### src/rtl/fifo_pkg.sv
// Shared read-side FIFO definitions: word width default, prefetch depth,
// memory read latency and the level type used by the read-pointer block.
package fifo_pkg;

    localparam int FIFO_DATA_WIDTH = 8;
    localparam int PF_DEPTH        = 3;
    localparam int RD_LATENCY      = 1;

    typedef logic [1:0] level_t;

    // Advance a prefetch-buffer index, wrapping after the last entry.
    function automatic level_t wrap_inc(input level_t idx);
        return (idx == level_t'(PF_DEPTH - 1)) ? '0 : idx + 2'd1;
    endfunction

endpackage

### src/rtl/fwft_prefetch_buf.sv
// Three-entry circular register buffer with push/pop and occupancy count.
// The head entry is driven straight from registers so it stays stable while
// the consumer stalls.
module fwft_prefetch_buf
    import fifo_pkg::*;
#(
    parameter int DATA_WIDTH = FIFO_DATA_WIDTH
) (
    input  logic                  rclk,
    input  logic                  rrst_n,
    input  logic                  push,
    input  logic [DATA_WIDTH-1:0] push_data,
    input  logic                  pop,
    output logic [DATA_WIDTH-1:0] head_data,
    output level_t                level
);

    logic [DATA_WIDTH-1:0] mem [PF_DEPTH];
    level_t                head;
    level_t                tail;
    level_t                count;

    // Storage: write the landing word at the tail slot.
    always_ff @(posedge rclk or negedge rrst_n) begin
        if (!rrst_n) begin
            for (int k = 0; k < PF_DEPTH; k++) begin
                mem[k] <= '0;
            end
        end else if (push) begin
            mem[tail] <= push_data;
        end
    end

    // Head/tail indices advance independently on pop/push.
    always_ff @(posedge rclk or negedge rrst_n) begin
        if (!rrst_n) begin
            head <= '0;
            tail <= '0;
        end else begin
            if (pop) begin
                head <= wrap_inc(head);
            end
            if (push) begin
                tail <= wrap_inc(tail);
            end
        end
    end

    // Occupancy: a simultaneous push and pop leaves the count unchanged.
    always_ff @(posedge rclk or negedge rrst_n) begin
        if (!rrst_n) begin
            count <= '0;
        end else begin
            case ({push, pop})
                2'b10:   count <= count + 2'd1;
                2'b01:   count <= count - 2'd1;
                default: count <= count;
            endcase
        end
    end

    assign head_data = mem[head];
    assign level     = count;

endmodule

### src/rtl/fifo_fwft_rd_stage.sv
// Read-side output stage of the async FIFO. Issues reads to the read-pointer
// logic, catches the synchronous-RAM data one rclk later and presents it as a
// first-word-fall-through valid/ready stream. rinc looks only at registered
// state and rempty, so there is no combinational path from m_ready to rinc.
module fifo_fwft_rd_stage
    import fifo_pkg::*;
#(
    parameter int DATA_WIDTH = FIFO_DATA_WIDTH
) (
    input  logic                  rclk,
    input  logic                  rrst_n,
    input  logic                  rempty,
    output logic                  rinc,
    input  logic [DATA_WIDTH-1:0] rdata,
    output logic                  m_valid,
    input  logic                  m_ready,
    output logic [DATA_WIDTH-1:0] m_data,
    output level_t                buf_level
);

    level_t                level;
    logic [RD_LATENCY-1:0] inflight_p1;
    logic [2:0]            occupancy;
    logic                  push;
    logic                  pop;

    // Words held plus words already requested; a read is issued only while
    // that total leaves room, so the buffer can never overflow. Gating with
    // rrst_n drops rinc the instant reset is asserted.
    assign occupancy = {1'b0, level} + 3'($countones(inflight_p1));
    assign rinc      = rrst_n && !rempty && (occupancy < 3'(PF_DEPTH));

    // ---- stage p0 -> p1: read issued, memory data lands next cycle ----
    // Track reads in flight through the RAM latency.
    always_ff @(posedge rclk or negedge rrst_n) begin
        if (!rrst_n) begin
            inflight_p1 <= '0;
        end else begin
            inflight_p1 <= RD_LATENCY'({inflight_p1, rinc});
        end
    end

    // ---- stage p1 -> buffer: capture rdata, head drives the stream ----
    assign push = inflight_p1[RD_LATENCY-1];
    assign pop  = m_valid && m_ready;

    fwft_prefetch_buf #(
        .DATA_WIDTH (DATA_WIDTH)
    ) u_buf (
        .rclk      (rclk),
        .rrst_n    (rrst_n),
        .push      (push),
        .push_data (rdata),
        .pop       (pop),
        .head_data (m_data),
        .level     (level)
    );

    assign m_valid   = (level != '0);
    assign buf_level = level;

endmodule

### config.mk
export PLATFORM = sky130hd
export DESIGN_NAME = fifo_fwft_rd_stage
export DESIGN_NICKNAME = d
export VERILOG_FILES = /design/src/rtl/fifo_pkg.sv /design/src/rtl/fwft_prefetch_buf.sv /design/src/rtl/fifo_fwft_rd_stage.sv
export SDC_FILE = /design/constraint.sdc
export NUM_CORES = 1
export LEC_CHECK = 0
export ABC_AREA = 1
export BUFFER_PORTS_ARGS = -buffer_cell sky130_fd_sc_hd__clkbuf_2
export CAP_MARGIN = 20
export CORE_UTILIZATION = 45
export DETAILED_ROUTE_END_ITERATION = 12
export GPL_ROUTABILITY_DRIVEN = 1
export GPL_TIMING_DRIVEN = 0
export PLACE_DENSITY_LB_ADDON = 0.3
export SLEW_MARGIN = 20
export SYNTH_ARGS = -nofsm -noshare
export SYNTH_HDL_FRONTEND = slang
export SYNTH_SLANG_ARGS = --single-unit
### constraint.sdc
create_clock -name rclk -period 1.5 [get_ports rclk]
set_input_delay 0.075 -clock rclk [delete_from_list [all_inputs] [get_ports rclk]]
set_output_delay 0.075 -clock rclk [all_outputs]
set_load 0.01 [all_outputs]
==> flow_metrics.env <==
export IMPL_status="finished, violations left"
export IMPL_violations="design-rule violations, negative hold slack, negative setup slack"
export IMPL_synth_cells=161
export IMPL_critPathArrivalTime_ns=1.52
export IMPL_fin_ws_ns=-0.0902
export IMPL_critPathBufInv=1
export IMPL_cts_buffer_depth=2
export IMPL_syn_area_per_cell_sq_um=8.55
export IMPL_start_kind="flip-flop"
export IMPL_tightest_slew_ns=0.765
export IMPL_critPathMaxStageDelay_ns=0.42
export IMPL_grt_overflow_total=0
export IMPL_p_leak_nw=0.915
export IMPL_p_per_area_nw_per_um2=2100
export IMPL_rsz0062_at_grt="true"
export IMPL_yosysTopAreaCellShare_pct=56.4
export IMPL_maxCapViolations=0
export IMPL_crit_type="flip-flop to output pin"
export IMPL_ys_warn_count=0
export IMPL_wire_per_inst_um=13.1
export IMPL_final_area_sq_um=1770
export IMPL_die_h_um=57.3
export IMPL_crit_required_ns=1.42
export IMPL_dpl_cell_area_sq_um=1530
export IMPL_critPathCaptureType="output pin"
export IMPL_synth_ff_latch_count=31
export IMPL_syn_num_nets=176
export IMPL_dr_pass1_iters=8
export IMPL_layout_area_seq_sq_um=779
export IMPL_ys_top_cells_by_count="nand2_1 (61), dfrtp_1 (31), inv_1 (18)"
export IMPL_path_clk_slew_ns=0.09
export IMPL_synth_distinct_cells=15
export IMPL_syn2layout_area_growth_pct=28.5
export IMPL_grt_max_degree=33
export IMPL_drive_above_1_share_pct=29.8
export IMPL_synth_async_reset_ratio_pct=100
export IMPL_layout_min_cycle_time_ns=1.59
export IMPL_nets=219
export IMPL_dpl_cell_count=215
export IMPL_dieArea_sq_um=3280
export IMPL_fin_crit_sh_pct=106
export IMPL_synth_edf_count=0
export IMPL_viasPerCell=5.15
export IMPL_fin_hold_ws_ns=-0.196
export IMPL_vias=1215
export IMPL_grt_pass1_wl_mm=5.42
export IMPL_drt_total_wl_mm=3.10
export IMPL_antenna_found_initial=0
export IMPL_crit_slowest_cell="dfrtp_1"
export IMPL_crit_top_cell="ha_4"
export IMPL_synth_ff_type="dfrtp_1"
export IMPL_fillers=255
export IMPL_fin_util_pct=62.5
export IMPL_cts_sinks=31
export IMPL_multi_input_area_sq_um=579
export IMPL_setup_viol=1
export IMPL_vdd_drop_max_v=0.000951
export IMPL_drtIter0Drc=43
export IMPL_synth_most_common_cell="nand2_1"
export IMPL_cp_max_fo=2
export IMPL_core_sq_um=2830
export IMPL_finalHoldViolCount=31
export IMPL_dp_hpwl_mm=1.94
export IMPL_gp_congestion=0.702
export IMPL_htree_num_levels=2
export IMPL_rows=19
export IMPL_yosysSeqAreaShare_pct=56.4
export IMPL_yosys_top_cells_area="dfrtp_1 (56%), nand2_1 (17%), o21ai_1 (5.8%), inv_1 (4.9%), o21ai_0 (3.6%)"
export IMPL_first_global_vias=1218
export IMPL_pre_cts_ws_ns=0.0349
export IMPL_io_buffers=23
export IMPL_cts_root_buf="clkbuf_4"
export IMPL_fmax_mhz=629
export IMPL_maxSlewViolCount=0
export IMPL_stdcell_count=236
export IMPL_worst_slew_margin_rel_pct=49.0
export IMPL_hold_class="input pin to async pin"
export IMPL_grt_usage_pct=22.7
export IMPL_ff2ff_setup_slack_ns=0
export IMPL_fin_skew_ns=0.00915
export IMPL_drc=1
export IMPL_tritoncts="done"
export IMPL_start_util_pct=48.7
export IMPL_postCtsHoldBufs=5
export IMPL_cp_cell_sequence="ha_4 > ha_4 > nand2_2 > nand3b_1 > nor2_2 > buf_2"
export IMPL_numCtsBuffers=5
export IMPL_diodes=0
export IMPL_antenna_left=0
export IMPL_num_io_pins=24
export IMPL_syn_area_sq_um=1380
export IMPL_netlist_top_cell_by_area="dfrtp_1"
export IMPL_die_x_um=57.3
export IMPL_critPathTopFamily="flip-flops"
export IMPL_clkLatencyLatePin_ns=0.32
[where the power goes]
part	total (W)	switching [W]	internal, W
combinational	0.00173	0.000967	0.000766
sequential	0.00153	0.000282	0.00125
clock	0.000450	0.000268	0.000182
total	0.00372	0.00152	0.00220
[logic make-up (layout without fill, tap and decap cells)]
group           after synthesis  in the layout  synth area share, %
simple gates                 79             79                 24.4
flops                        31             31                 56.4
buf+inv                      21             65                 6.45
compound gates               26             26                 9.45
fa+ha+maj                     3              3                 2.73
xor+xnor                      1              1                0.636
[registers in the layout, summed over array words and instances (netlist names)]
register and flops:
inflight_p1 1, u_buf.head 2, u_buf.level 2, u_buf.mem 24, u_buf.tail 2
[through the flow]
stage          TNS, ns  power (W)  hold WS, ns
2_1_floorplan        0    0.00242       -0.221
3_3_place_gp         0    0.00284        0.172
3_5_place_dp         0    0.00293        0.187
4_1_cts         -0.124    0.00363       -0.176
5_1_grt         -0.387    0.00404       -0.162
6_report       -0.0902    0.00372       -0.196
[path summary, 6_finish.rpt]
path | startpoint | end | depth (start not counted)
hold reg to reg | u_buf.mem[5] | u_buf.mem[5] | 2
setup reg to reg | u_buf.level[0] | u_buf.level[1] | 11
min in group rclk | rdata[2] | u_buf.mem[10] | 3
setup / recovery | u_buf.level[0] | rinc | 6
hold / removal | rrst_n | u_buf.mem[4] | 1
max in group asynchronous | rrst_n | inflight_p1 | 1
[area by class of cell]
type	instances	share of cell area (%)
Buffer	3	1.20
Clock inverter	1	0.283
Inverter	18	3.82
Sequential cell	31	44.1
Clock buffer	7	2.55
Multi-Input combinational cell	109	32.7
Tap cell	31	2.19
Timing Repair Buffer	36	13.2
[what timing repair did]
item,in CTS,in global routing
buffers inserted,8,2
endpoints found under the setup margin,9,11
pin swaps,4,8
endpoints found under the hold margin,40,31
gates resized for setup,14,16
[per-layer routing]
metal	vias to the layer above	wire length [um]	global-route usage (%)	part of all wire, %
met4	0	53	7.32	1.7
met5	-	0	0	0
met1	568	1300	28.2	42
met2	37	1500	37.1	48
li1	602	-	-	-
met3	8	244	8.16	7.9
[cells in the final DEF, fill, tap and decap left out, drive strengths merged]
| master | count |
|---|---|
| nand3 | 12 |
| nand2 | 61 |
| clkbuf | 24 |
| dfrtp | 31 |
| clkinv | 1 |
| inv | 18 |
| o21ai | 26 |
| nor2 | 4 |
| dlygate4sd3 | 5 |
| nand3b | 1 |
| xnor2 | 1 |
| nand4 | 1 |
| ha | 3 |
| buf | 17 |
Power figures use the tool's default switching activity.
